## src/rtl/sadc_ctrl.sv

```systemverilog
// SAR ADC controller: scans enabled mux channels, runs a binary search per channel
// against the comparator and hands each code to a one-entry valid/ready result register.
module sadc_ctrl #(
  parameter int NBITS  = 8,
  parameter int NCH    = 4,
  parameter int SETTLE = 1
) (
  input  logic                              clk,
  input  logic                              rst,
  input  logic                              start,
  input  logic                              cont,
  input  logic [NCH-1:0]                    ch_en,
  output logic                              busy,
  output logic [$clog2(NCH>1?NCH:2)-1:0]    ch_sel,
  output logic                              sample,
  output logic signed [NBITS-1:0]           dac_code,
  input  logic                              cmp_in,
  output logic                              res_valid,
  input  logic                              res_ready,
  output logic signed [NBITS-1:0]           res_data,
  output logic [$clog2(NCH>1?NCH:2)-1:0]    res_ch
);
  localparam int CW = $clog2(NCH > 1 ? NCH : 2);
  localparam int KW = $clog2(NBITS > 1 ? NBITS : 2);
  localparam int SW = $clog2(SETTLE > 0 ? SETTLE + 1 : 2);
  localparam logic [NBITS-1:0] MSB      = {1'b1, {(NBITS-1){1'b0}}};
  localparam logic [SW-1:0]    SETTLE_L = SW'(SETTLE);
  localparam logic [KW-1:0]    KTOP     = KW'(NBITS - 1);

  localparam logic [1:0] S_IDLE   = 2'd0;
  localparam logic [1:0] S_SAMPLE = 2'd1;
  localparam logic [1:0] S_TRIAL  = 2'd2;
  localparam logic [1:0] S_STORE  = 2'd3;

  logic [1:0]       state;
  logic [NCH-1:0]   mask;
  logic [NBITS-1:0] u;
  logic [KW-1:0]    k;
  logic [SW-1:0]    cnt;
  logic             bit_done;
  logic             load;
  logic             nxt_found;
  logic [CW-1:0]    nxt_ch;

  function automatic logic [CW-1:0] lowest_ch(input logic [NCH-1:0] m);
    lowest_ch = '0;
    for (int i = NCH - 1; i >= 0; i--)
      if (m[i]) lowest_ch = CW'(i);
  endfunction

  // Next enabled channel strictly above the current one (descending scan keeps the lowest).
  always_comb begin
    nxt_found = 1'b0;
    nxt_ch    = '0;
    for (int i = NCH - 1; i >= 0; i--) begin
      if (mask[i] && (i > int'(ch_sel))) begin
        nxt_found = 1'b1;
        nxt_ch    = CW'(i);
      end
    end
  end

  assign bit_done = (cnt == SETTLE_L);
  assign load     = !res_valid || res_ready;
  assign busy     = (state != S_IDLE);
  assign sample   = (state == S_SAMPLE);
  assign dac_code = u ^ MSB;

  always_ff @(posedge clk) begin
    if (rst) begin
      state  <= S_IDLE;
      mask   <= '0;
      ch_sel <= '0;
      u      <= MSB;
      k      <= KTOP;
      cnt    <= '0;
    end else begin
      case (state)
        S_IDLE: begin
          if (start && (ch_en != '0)) begin
            mask   <= ch_en;
            ch_sel <= lowest_ch(ch_en);
            state  <= S_SAMPLE;
          end
        end
        S_SAMPLE: begin
          u     <= MSB;
          k     <= KTOP;
          cnt   <= '0;
          state <= S_TRIAL;
        end
        S_TRIAL: begin
          if (bit_done) begin
            cnt <= '0;
            if (!cmp_in) u[k] <= 1'b0;
            if (k != '0) begin
              u[k - 1'b1] <= 1'b1;
              k           <= k - 1'b1;
            end else begin
              state <= S_STORE;
            end
          end else begin
            cnt <= cnt + 1'b1;
          end
        end
        S_STORE: begin
          // Stall here while the result register is still occupied.
          if (load) begin
            if (nxt_found) begin
              ch_sel <= nxt_ch;
              state  <= S_SAMPLE;
            end else if (cont) begin
              ch_sel <= lowest_ch(mask);
              state  <= S_SAMPLE;
            end else begin
              state <= S_IDLE;
            end
          end
        end
        default: state <= S_IDLE;
      endcase
    end
  end

  always_ff @(posedge clk) begin
    if (rst) begin
      res_valid <= 1'b0;
      res_data  <= '0;
      res_ch    <= '0;
    end else if ((state == S_STORE) && load) begin
      res_valid <= 1'b1;
      res_data  <= u ^ MSB;
      res_ch    <= ch_sel;
    end else if (res_ready) begin
      res_valid <= 1'b0;
    end
  end

endmodule

```

## config.mk

```make
export PLATFORM = sky130hd
export DESIGN_NAME = sadc_ctrl
export DESIGN_NICKNAME = d
export VERILOG_FILES = /design/src/rtl/sadc_ctrl.sv
export SDC_FILE = /design/constraint.sdc
export NUM_CORES = 1
export LEC_CHECK = 0
export BUFFER_PORTS_ARGS = -buffer_cell sky130_fd_sc_hd__clkbuf_2
export CORE_MARGIN = 4
export CORE_UTILIZATION = 35
export DETAILED_ROUTE_END_ITERATION = 10
export GPL_ROUTABILITY_DRIVEN = 0
export HOLD_SLACK_MARGIN = 0.1
export SLEW_MARGIN = 20
export SYNTH_ARGS = -nofsm -noshare
export SYNTH_HDL_FRONTEND = slang
export SYNTH_SLANG_ARGS = --single-unit
```

## constraint.sdc

```tcl
create_clock -name clk -period 2.1 [get_ports clk]
set_input_delay 0.105 -clock clk [delete_from_list [all_inputs] [get_ports clk]]
set_output_delay 0.105 -clock clk [all_outputs]
set_load 0.01 [all_outputs]
```

== Yosys cells after proc, flatten, opt, wreduce, memory -nomap -nowiden ==
Cells that the tools add are included.
Widths: inputs -> output; s select.

* Flip-flop bits (word level): 31
* Input port bits: 10
* Word-level logic and storage cells: 96

* $add $sub $neg: 2
* Magnitude comparators: 7
* Eq/ne operators: 9
* Mux-type cells: 44
* Bitwise logic cells: 4
* Reductions and logical operators: 21

{| class="wikitable"
|+ Operator list
! operator !! number
|-
| $mux 8 || 6
|-
| $mux 2 || 19
|-
| $pmux 8 s2 || 1
|-
| $mux 1 || 10
|-
| $ne 2x2->1 const B || 5
|-
| $and 8x8->8 || 1
|-
| $lt 3x4->1 const B || 2
|-
| $not 8->8 || 1
|-
| $or 8x8->8 || 1
|-
| $pmux 2 s4 || 1
|-
| $reduce_and 4->1 || 2
|-
| $reduce_bool 2->1 || 4
|-
| $logic_and 1x1->1 || 7
|-
| $demux 1 s3 || 2
|-
| $ge 3x1->1 const B || 2
|-
| $mux 3 || 2
|-
| $pmux 3 s2 || 1
|-
| $eq 2x2->1 const B || 2
|-
| $gt 2x2->1 const A || 2
|-
| $pmux 2 s2 || 1
|-
| $reduce_and 2->1 || 2
|-
| $reduce_bool 4->1 || 1
|-
| $ne 3x3->1 const B || 1
|-
| $reduce_and 3->1 || 1
|-
| 10 further kinds || 10
|}

== Logic depth before layout (Yosys ltp) ==
Gate-level depths: netlist of the first run.

* Depth in word-level cells: 14
* Depth in mapped cells: 8

== Least setup slack after synthesis of the first run ==
No wires, ideal clock.

* Path kind: reg-to-reg
* Start: reg k[0]
* End: reg state[0]
* Data arrival time: 1533 ps
* Slack: 441 ps
* Cell stages (with the launch flop): 9
* Buffers on the path: 1
* Path through: dfxtp_1 buf_2 inv_1 ha_1 and2b_1 nand2_1 a221oi_1 a21boi_1 a31oi_1

* Word-level cells in the longest chain between the ends: 3

{| class="wikitable"
|+ RTL lines
! item !! RTL line !! text
|-
| from (decl) || 38 || <nowiki>logic [KW-1:0] k;</nowiki>
|-
| from (signal assigned) || 98 || <nowiki>k <= k - 1'b1;</nowiki>
|-
| $reduce_bool 3->1 || 96 || <nowiki>if (k != '0) begin</nowiki>
|-
| $ne 2x2->1 (no source line) || - ||
|-
| $reduce_and 4->1 (no source line) || - ||
|-
| to (signal assigned) || 90 || <nowiki>state <= S_TRIAL;</nowiki>
|-
| to (signal assigned) || 100 || <nowiki>state <= S_STORE;</nowiki>
|-
| to (signal assigned) || 111 || <nowiki>state <= S_SAMPLE;</nowiki>
|-
| to (decl) || 35 || <nowiki>logic [1:0] state;</nowiki>
|}

Every way passes these cells.
A chain may end at the register's enable or synchronous reset.

== Worst setup path after layout of the first run ==
* Start: reg k[0]
* End: reg u[0]

* Word-level cells in the longest chain between the ends: 14
* Elaborated cells between the ends (all ways): 22
* Those cells by class: add/sub (1); order compare (4); mux (11); bitwise (3); reduce/logical (3)

{| class="wikitable"
|+ RTL lines
! item !! RTL line !! text
|-
| $lt 3x4->1 (not written as such) / $ge 3x1->1 (equally long branches) || 95 || <nowiki>if (!cmp_in) u[k] <= 1'b0;</nowiki>
|-
| $logic_and 1x1->1 (not written as such) || 95 ||
|-
| $mux 1 (not written as such) || 95 ||
|-
| $demux 1 s3 || 95 ||
|-
| $not 8->8 (no source line) || - ||
|-
| $and 8x8->8 (no source line) || - ||
|-
| $mux 8 || 95 ||
|-
| $mux 8 || 93 || <nowiki>if (bit_done) begin</nowiki>
|-
| $mux 8 || 78 || <nowiki>case (state)</nowiki>
|-
| $mux 8 || 70 || <nowiki>if (rst) begin</nowiki>
|-
| $or 8x8->8 (no source line) || - ||
|-
| $mux 8 (*) || 96 ||
|-
| $mux 8 (*) || 93 ||
|-
| $pmux 8 s2 (*) || 78 ||
|-
| to (signal assigned) || 87 || <nowiki>u <= MSB;</nowiki>
|-
| to (signal, indexed assignment) || 95 ||
|-
| to (signal, indexed assignment) || 97 || <nowiki>u[k - 1'b1] <= 1'b1;</nowiki>
|-
| to (decl) || 37 || <nowiki>logic [NBITS-1:0] u;</nowiki>
|}

Every way passes the cells marked *; elsewhere a longest branch is shown, timed or not. The select of a mux whose other input is x is not followed.

==> impl_metrics.json, run 1 <==
{
  "worstSkewPairLatency_ns": 0.28,
  "initial_core_util_pct": 36.4,
  "period_share_pct": 89.2,
  "finalSetupTns_ns": 0,
  "hold_slack_ns": 0.105,
  "clockBufferDepth": 2,
  "routed_via_density": 5.01,
  "arrival_ns": 2.08,
  "ctsResizeCount": 0,
  "drtIter0Drc": 85,
  "cp-start-kind": "register",
  "synth_compound_area_share_pct": 23.9,
  "synth_ff_type": "dfxtp_1",
  "drc_errors": 0,
  "setup_viol": 0,
  "die_y_um": 75.6,
  "fmax_mhz": 534,
  "root_buffer": "clkbuf_8",
  "synth_top_family_by_area": "compound AO/OA/AOI/OAI gates",
  "syn_to_final_growth_pct": 15.3,
  "holdCritPathClass": "in2reg",
  "overflow": 0,
  "final_nets": 249,
  "synth.avg_cell_area_sq_um": 7.61,
  "ioPinCount": 33,
  "antenna_cells": 0,
  "grt_pass1_vias": 1257,
  "floorplan.die_area_sq_um": 5710,
  "crit_fanout": 8,
  "routedWlPerCell_um": 12.2,
  "hpwl_um": 2600,
  "cts_setup_buffers": 0,
  "muxShareOfSynthArea_pct": 1.33,
  "synth-async-reset-ratio_pct": 0,
  "critPathKind": "reg2reg",
  "grt_use_total_pct": 13.0,
  "seq_area_frac_synth_pct": 38.8,
  "cts.sinks": 31,
  "antenna_found_initial": 0,
  "period_needed_ns": 1.87,
  "synthesis.nets": 226,
  "cts_tree": "done",
  "totalWireLength_um": 3480,
  "netlist_area_sq_um": 1600,
  "ys_ff_latch": 31,
  "drive_gt1_share_pct": 18.8,
  "yosys.cell_types.count": 35,
  "finalHoldViolations": 0,
  "synth_xor_xnor_area_share_pct": 1.10,
  "rsz0062_at_grt": "no",
  "port_buffers": 32,
  "num_rows": 24,
  "clk_pin_slew_ns": 0.07,
  "synth_simple_gate_area_share_pct": 21.2,
  "synth_fa_ha_area_share_pct": 4.70,
  "drv_slew": 0,
  "synth_cells": 210,
  "cts_buffers": 5,
  "yosysWarnings": 0,
  "critPathCaptureType": "register",
  "critPathCapture": "u[0]$_SDFFE_PP0P_",
  "critical_path_required_ns": 2.30,
  "grt_max_degree": 28,
  "htree_num_levels": 2,
  "r2r-start": "k[0]$_SDFFE_PP1P_",
  "cp-startpoint": "k[0]$_SDFFE_PP1P_",
  "synth_top_cell_by_area": "dfxtp_1",
  "r2r_setup_slack_ns": 0.23,
  "reg2reg_to": "u[0]$_SDFFE_PP0P_",
  "n_fill_cell": 465,
  "drt-pass1-iter-count": 4,
  "core_area_sq_um": 4380,
  "synthTopCellsByArea": "dfxtp_1 39%, a21oi_1 9.4%, nand2_1 7.8%",
  "slew_headroom_pct": 53.8,
  "maxCapViolCount": 0,
  "leakagePower_nw": 0.766,
  "final_util_pct": 42.0,
  "vias": 1432,
  "rr_worst_depth": 6,
  "ant_nets": 0,
  "dieWidth_um": 75.6,
  "synth_top_area_share_pct": 38.8,
  "grt_first_pass_wirelength_um": 5770,
  "ir_drop_uv": 526,
  "power_density_nw_per_um2": 1040,
  "hold_buffers": 0,
  "fin_skew_ns": 0.00488,
  "tightestPinTransition_ns": 0.692,
  "status": "completed",
  "synth-edff-count": 0
}
[layout make-up]
cell class	count	area (sq um)	area share, %
inverter	12	45.0	2.44
tap	52	65.1	3.53
timing repair buffer	32	160	8.69
clock inverter	2	35.0	1.90
sequential	31	621	33.7
multi-input combinational	151	835	45.3
clock buffer	6	82.6	4.48
[cells in the final DEF (no fill, tap or decap), types with 2 or more instances in the layout]
master / instances
a31oi_1: 4
nand2b_1: 4
dfxtp_1: 31
nand3_1: 11
clkbuf_2: 32
o21ai_0: 16
nor2b_1: 4
clkbuf_8: 6
a21oi_1: 30
o211ai_1: 3
inv_1: 12
nor2_1: 14
nand2_1: 33
nor3_1: 5
and2b_1: 2
a21boi_0: 3
ha_1: 6
a21oi_2: 2
[through the flow]
step	area, sq um	setup WS (ns)	std cells	power [mW]
2_1_floorplan	1600	0.441	210	1.16
3_3_place_gp	1730	0.241	278	1.32
3_5_place_dp	1730	0.271	278	1.32
4_1_cts	1840	0.251	286	1.93
5_1_grt	1840	0.0171	286	2.04
6_report	1840	0.227	286	1.91
[how the worst min path moves through the flow]
stage,start,endpoint,cells after the start
final,ch_en[3],mask[3]$_SDFFE_PP0P_,3
after floorplan,ch_en[2],mask[2]$_SDFFE_PP0P_,2
after CTS,ch_en[0],mask[0]$_SDFFE_PP0P_,3
after detailed placement,ch_en[0],mask[0]$_SDFFE_PP0P_,3
after global routing,ch_en[1],mask[1]$_SDFFE_PP0P_,3
after global placement,ch_en[0],mask[0]$_SDFFE_PP0P_,3
[cells by family after synthesis]
kind of cell               Yosys count
AOI/OAI and AO/OA                   66
and+or+nand+nor                     75
xor gates and xnor gates             2
muxes                                2
buffers and inverters               28
adders and majority gates            6
DFF                                 31
[routing by layer]
metal  share of wire (%)  GRT usage (%)  wire length, um  vias up
li1                    -              -                -      757
met1                  50           17.6             1730      640
met2                  43           20.1             1500       30
met3                 6.0           4.22              210        5
met4                0.92           3.30               32        0
met5                   0              0                0        -
[Yosys cell counts (2+ instances only)]
master    instances
a31oi_1           4
dfxtp_1          31
o211ai_1          3
nor2b_1           4
nand2b_1          4
ha_1              6
a21oi_1          30
nor3_1            5
nor2_1           14
and2b_1           2
nand2_1          33
buf_4             7
inv_1            12
a21boi_0          3
a21oi_2           2
nand3_1          11
clkbuf_1          6
o21ai_0          16
[where the power goes]
group	switching [mW]	internal, mW
Sequential	0.0693	0.648
Clock	0.225	0.384
Combinational	0.359	0.224
Total	0.653	1.26
[worst max-delay path: stages, from the launching register on]
cell,delay [ns]
dfxtp_1,0.47
inv_1,0.14
ha_1,0.22
and2b_1,0.20
nor3_1,0.45
nand3_1,0.15
a21oi_1,0.16
[flip-flops by register name, summed over array words and instances (netlist names)]
name and flops:
bit_done 1, ch_sel 2, k 3, mask 4, res_ch 2, res_data 8
res_valid 1, state 2, u 8
Power figures use the tool's default switching activity.
==> run 2, diff against run 1 <==
Settings changed: BUFFER_PORTS_ARGS -buffer_cell sky130_fd_sc_hd__clkbuf_2 to default, DONT_BUFFER_PORTS from default to 1.
==> run 2 against run 1 <==
  * First-iteration DRC count up 22%
  * Non-clock buffer count down 22
  * Maximum frequency down 1.1%
  * Global-route usage up 0.16 points
  * Worst setup slack worse by 0.021 ns
  * Largest cell class unchanged
  * Core utilization down 1.3 points
  * Routed wire length up 5.3%
  * Critical path depth up 1
  * Design area down 3.2%
  * Clock power about the same
  * Clock skew up 0.00067 ns
==> impl_metrics.json, run 2 (same netlist as run 1, synthesis figures left out) <==
{
  "critPathCaptureType": "register",
  "root_buffer": "clkbuf_8",
  "maxCapViolCount": 0,
  "routed_via_density": 5.22,
  "ant_nets": 0,
  "crit_fanout": 7,
  "overflow": 0,
  "layout_common_cells": "33 x nand2_1, 31 x dfxtp_1, 29 x a21oi_1",
  "cts_tree": "done",
  "slew_headroom_pct": 29.6,
  "holdCritPathClass": "in2reg",
  "grt_max_degree": 28,
  "core_area_sq_um": 4380,
  "clk_pin_slew_ns": 0.07,
  "port_buffers": 0,
  "critPathKind": "reg2reg",
  "wl_met2_um": 1640,
  "power_density_nw_per_um2": 1070,
  "drc_errors": 0,
  "top_regs": "res_data: 8 flops, u: 8 flops, mask: 4 flops",
  "hold_slack_ns": 0.149,
  "routed.top_layer": "met4",
  "wl_met1_um": 1740,
  "fin_skew_ns": 0.00554,
  "grt_first_pass_wirelength_um": 5780,
  "htree_num_levels": 2,
  "cts_buffers": 5,
  "status": "completed",
  "clockBufferDepth": 2,
  "hpwl_um": 2610,
  "drv_slew": 0,
  "cp-start-kind": "register",
  "leakagePower_nw": 0.658,
  "dieWidth_um": 75.6,
  "antenna_found_initial": 0,
  "syn_to_final_growth_pct": 11.7,
  "antenna_cells": 0,
  "setup_viol": 0,
  "grt_pass1_vias": 1244,
  "tightestPinTransition_ns": 1.05,
  "cts.sinks": 31,
  "period_needed_ns": 1.89,
  "drt-pass1-iter-count": 4,
  "floorplan.die_area_sq_um": 5710,
  "num_rows": 24,
  "rr_worst_depth": 7,
  "initial_core_util_pct": 36.4,
  "die_y_um": 75.6,
  "finalSetupTns_ns": 0,
  "grt_use_total_pct": 13.2,
  "worstHoldPathCells": 3,
  "fmax_mhz": 528,
  "placed_area_sq_um": 1570,
  "ir_drop_uv": 662,
  "finalHoldViolations": 0,
  "n_fill_cell": 455,
  "ioPinCount": 33,
  "final_nets": 227,
  "routedWlPerCell_um": 13.9,
  "finalPower_mw": 1.90,
  "wl_met3_um": 256,
  "worstSkewPairLatency_ns": 0.28,
  "final_util_pct": 40.7,
  "vias": 1379,
  "rsz0062_at_grt": "no",
  "totalWireLength_um": 3660,
  "critical_path_required_ns": 2.30,
  "final_cell_area_sq_um": 1780,
  "arrival_ns": 2.09,
  "drtIter0Drc": 104,
  "period_share_pct": 90.2,
  "drive_gt1_share_pct": 6.60,
  "layout_commonest_cell": "nand2_1"
}
==> run 2: final cells by class <==
cell class | count | area, sq um | share of cell area [%]
clock inverter | 2 | 35.0 | 1.96
tap | 52 | 65.1 | 3.65
clock buffer | 6 | 82.6 | 4.63
multi-input combinational | 151 | 838 | 47.0
timing repair buffer | 10 | 97.6 | 5.47
inverter | 12 | 45.0 | 2.52
sequential | 31 | 621 | 34.8
==> run 2: metal layers <==
metal	vias to the layer above	global-route usage, %
li1	714	-
met1	629	17.0
met2	34	20.2
met3	2	5.41
met4	0	3.88
met5	-	0
==> run 2: repair_timing <==
action | in CTS | in global routing
endpoints found under the hold margin | 31 | 0
setup endpoints to repair | 0 | 9
setup buffers | 0 | 0
hold buffers | 9 | 0
gates resized for setup | 0 | 1
==> run 2: worst max-delay path, stage by stage (launching register included) <==
cell	delay, ns
dfxtp_1	0.41
inv_1	0.10
ha_1	0.30
inv_1	0.21
a21oi_2	0.06
a311oi_1	0.41
o211ai_1	0.18
a21oi_2	0.14
==> run 2: power by group <==
part / switching, mW / internal [mW] / total (mW)
clock network: 0.226 / 0.384 / 0.609
registers: 0.0850 / 0.648 / 0.733
logic: 0.340 / 0.220 / 0.561
==> run 2: worst paths after layout <==
check | start | slack (ns) | end
worst max-delay path | state[0]$_SDFFE_PP0P_ | 0.21 | ch_sel[0]$_SDFFE_PP0P_
worst min-delay path | ch_en[0] | 0.15 | ch_sel[0]$_SDFFE_PP0P_
worst max register to register | state[0]$_SDFFE_PP0P_ | 0.21 | ch_sel[0]$_SDFFE_PP0P_
worst min register to register | mask[2]$_SDFFE_PP0P_ | 0.49 | mask[2]$_SDFFE_PP0P_
==> run 2: through the flow <==
stage / setup slack, ns / instances
after floorplan: 0.441 / 210
after global placement: 0.251 / 247
after detailed placement: 0.191 / 247
after CTS: 0.166 / 264
after global routing: 0.0454 / 264
final: 0.206 / 264
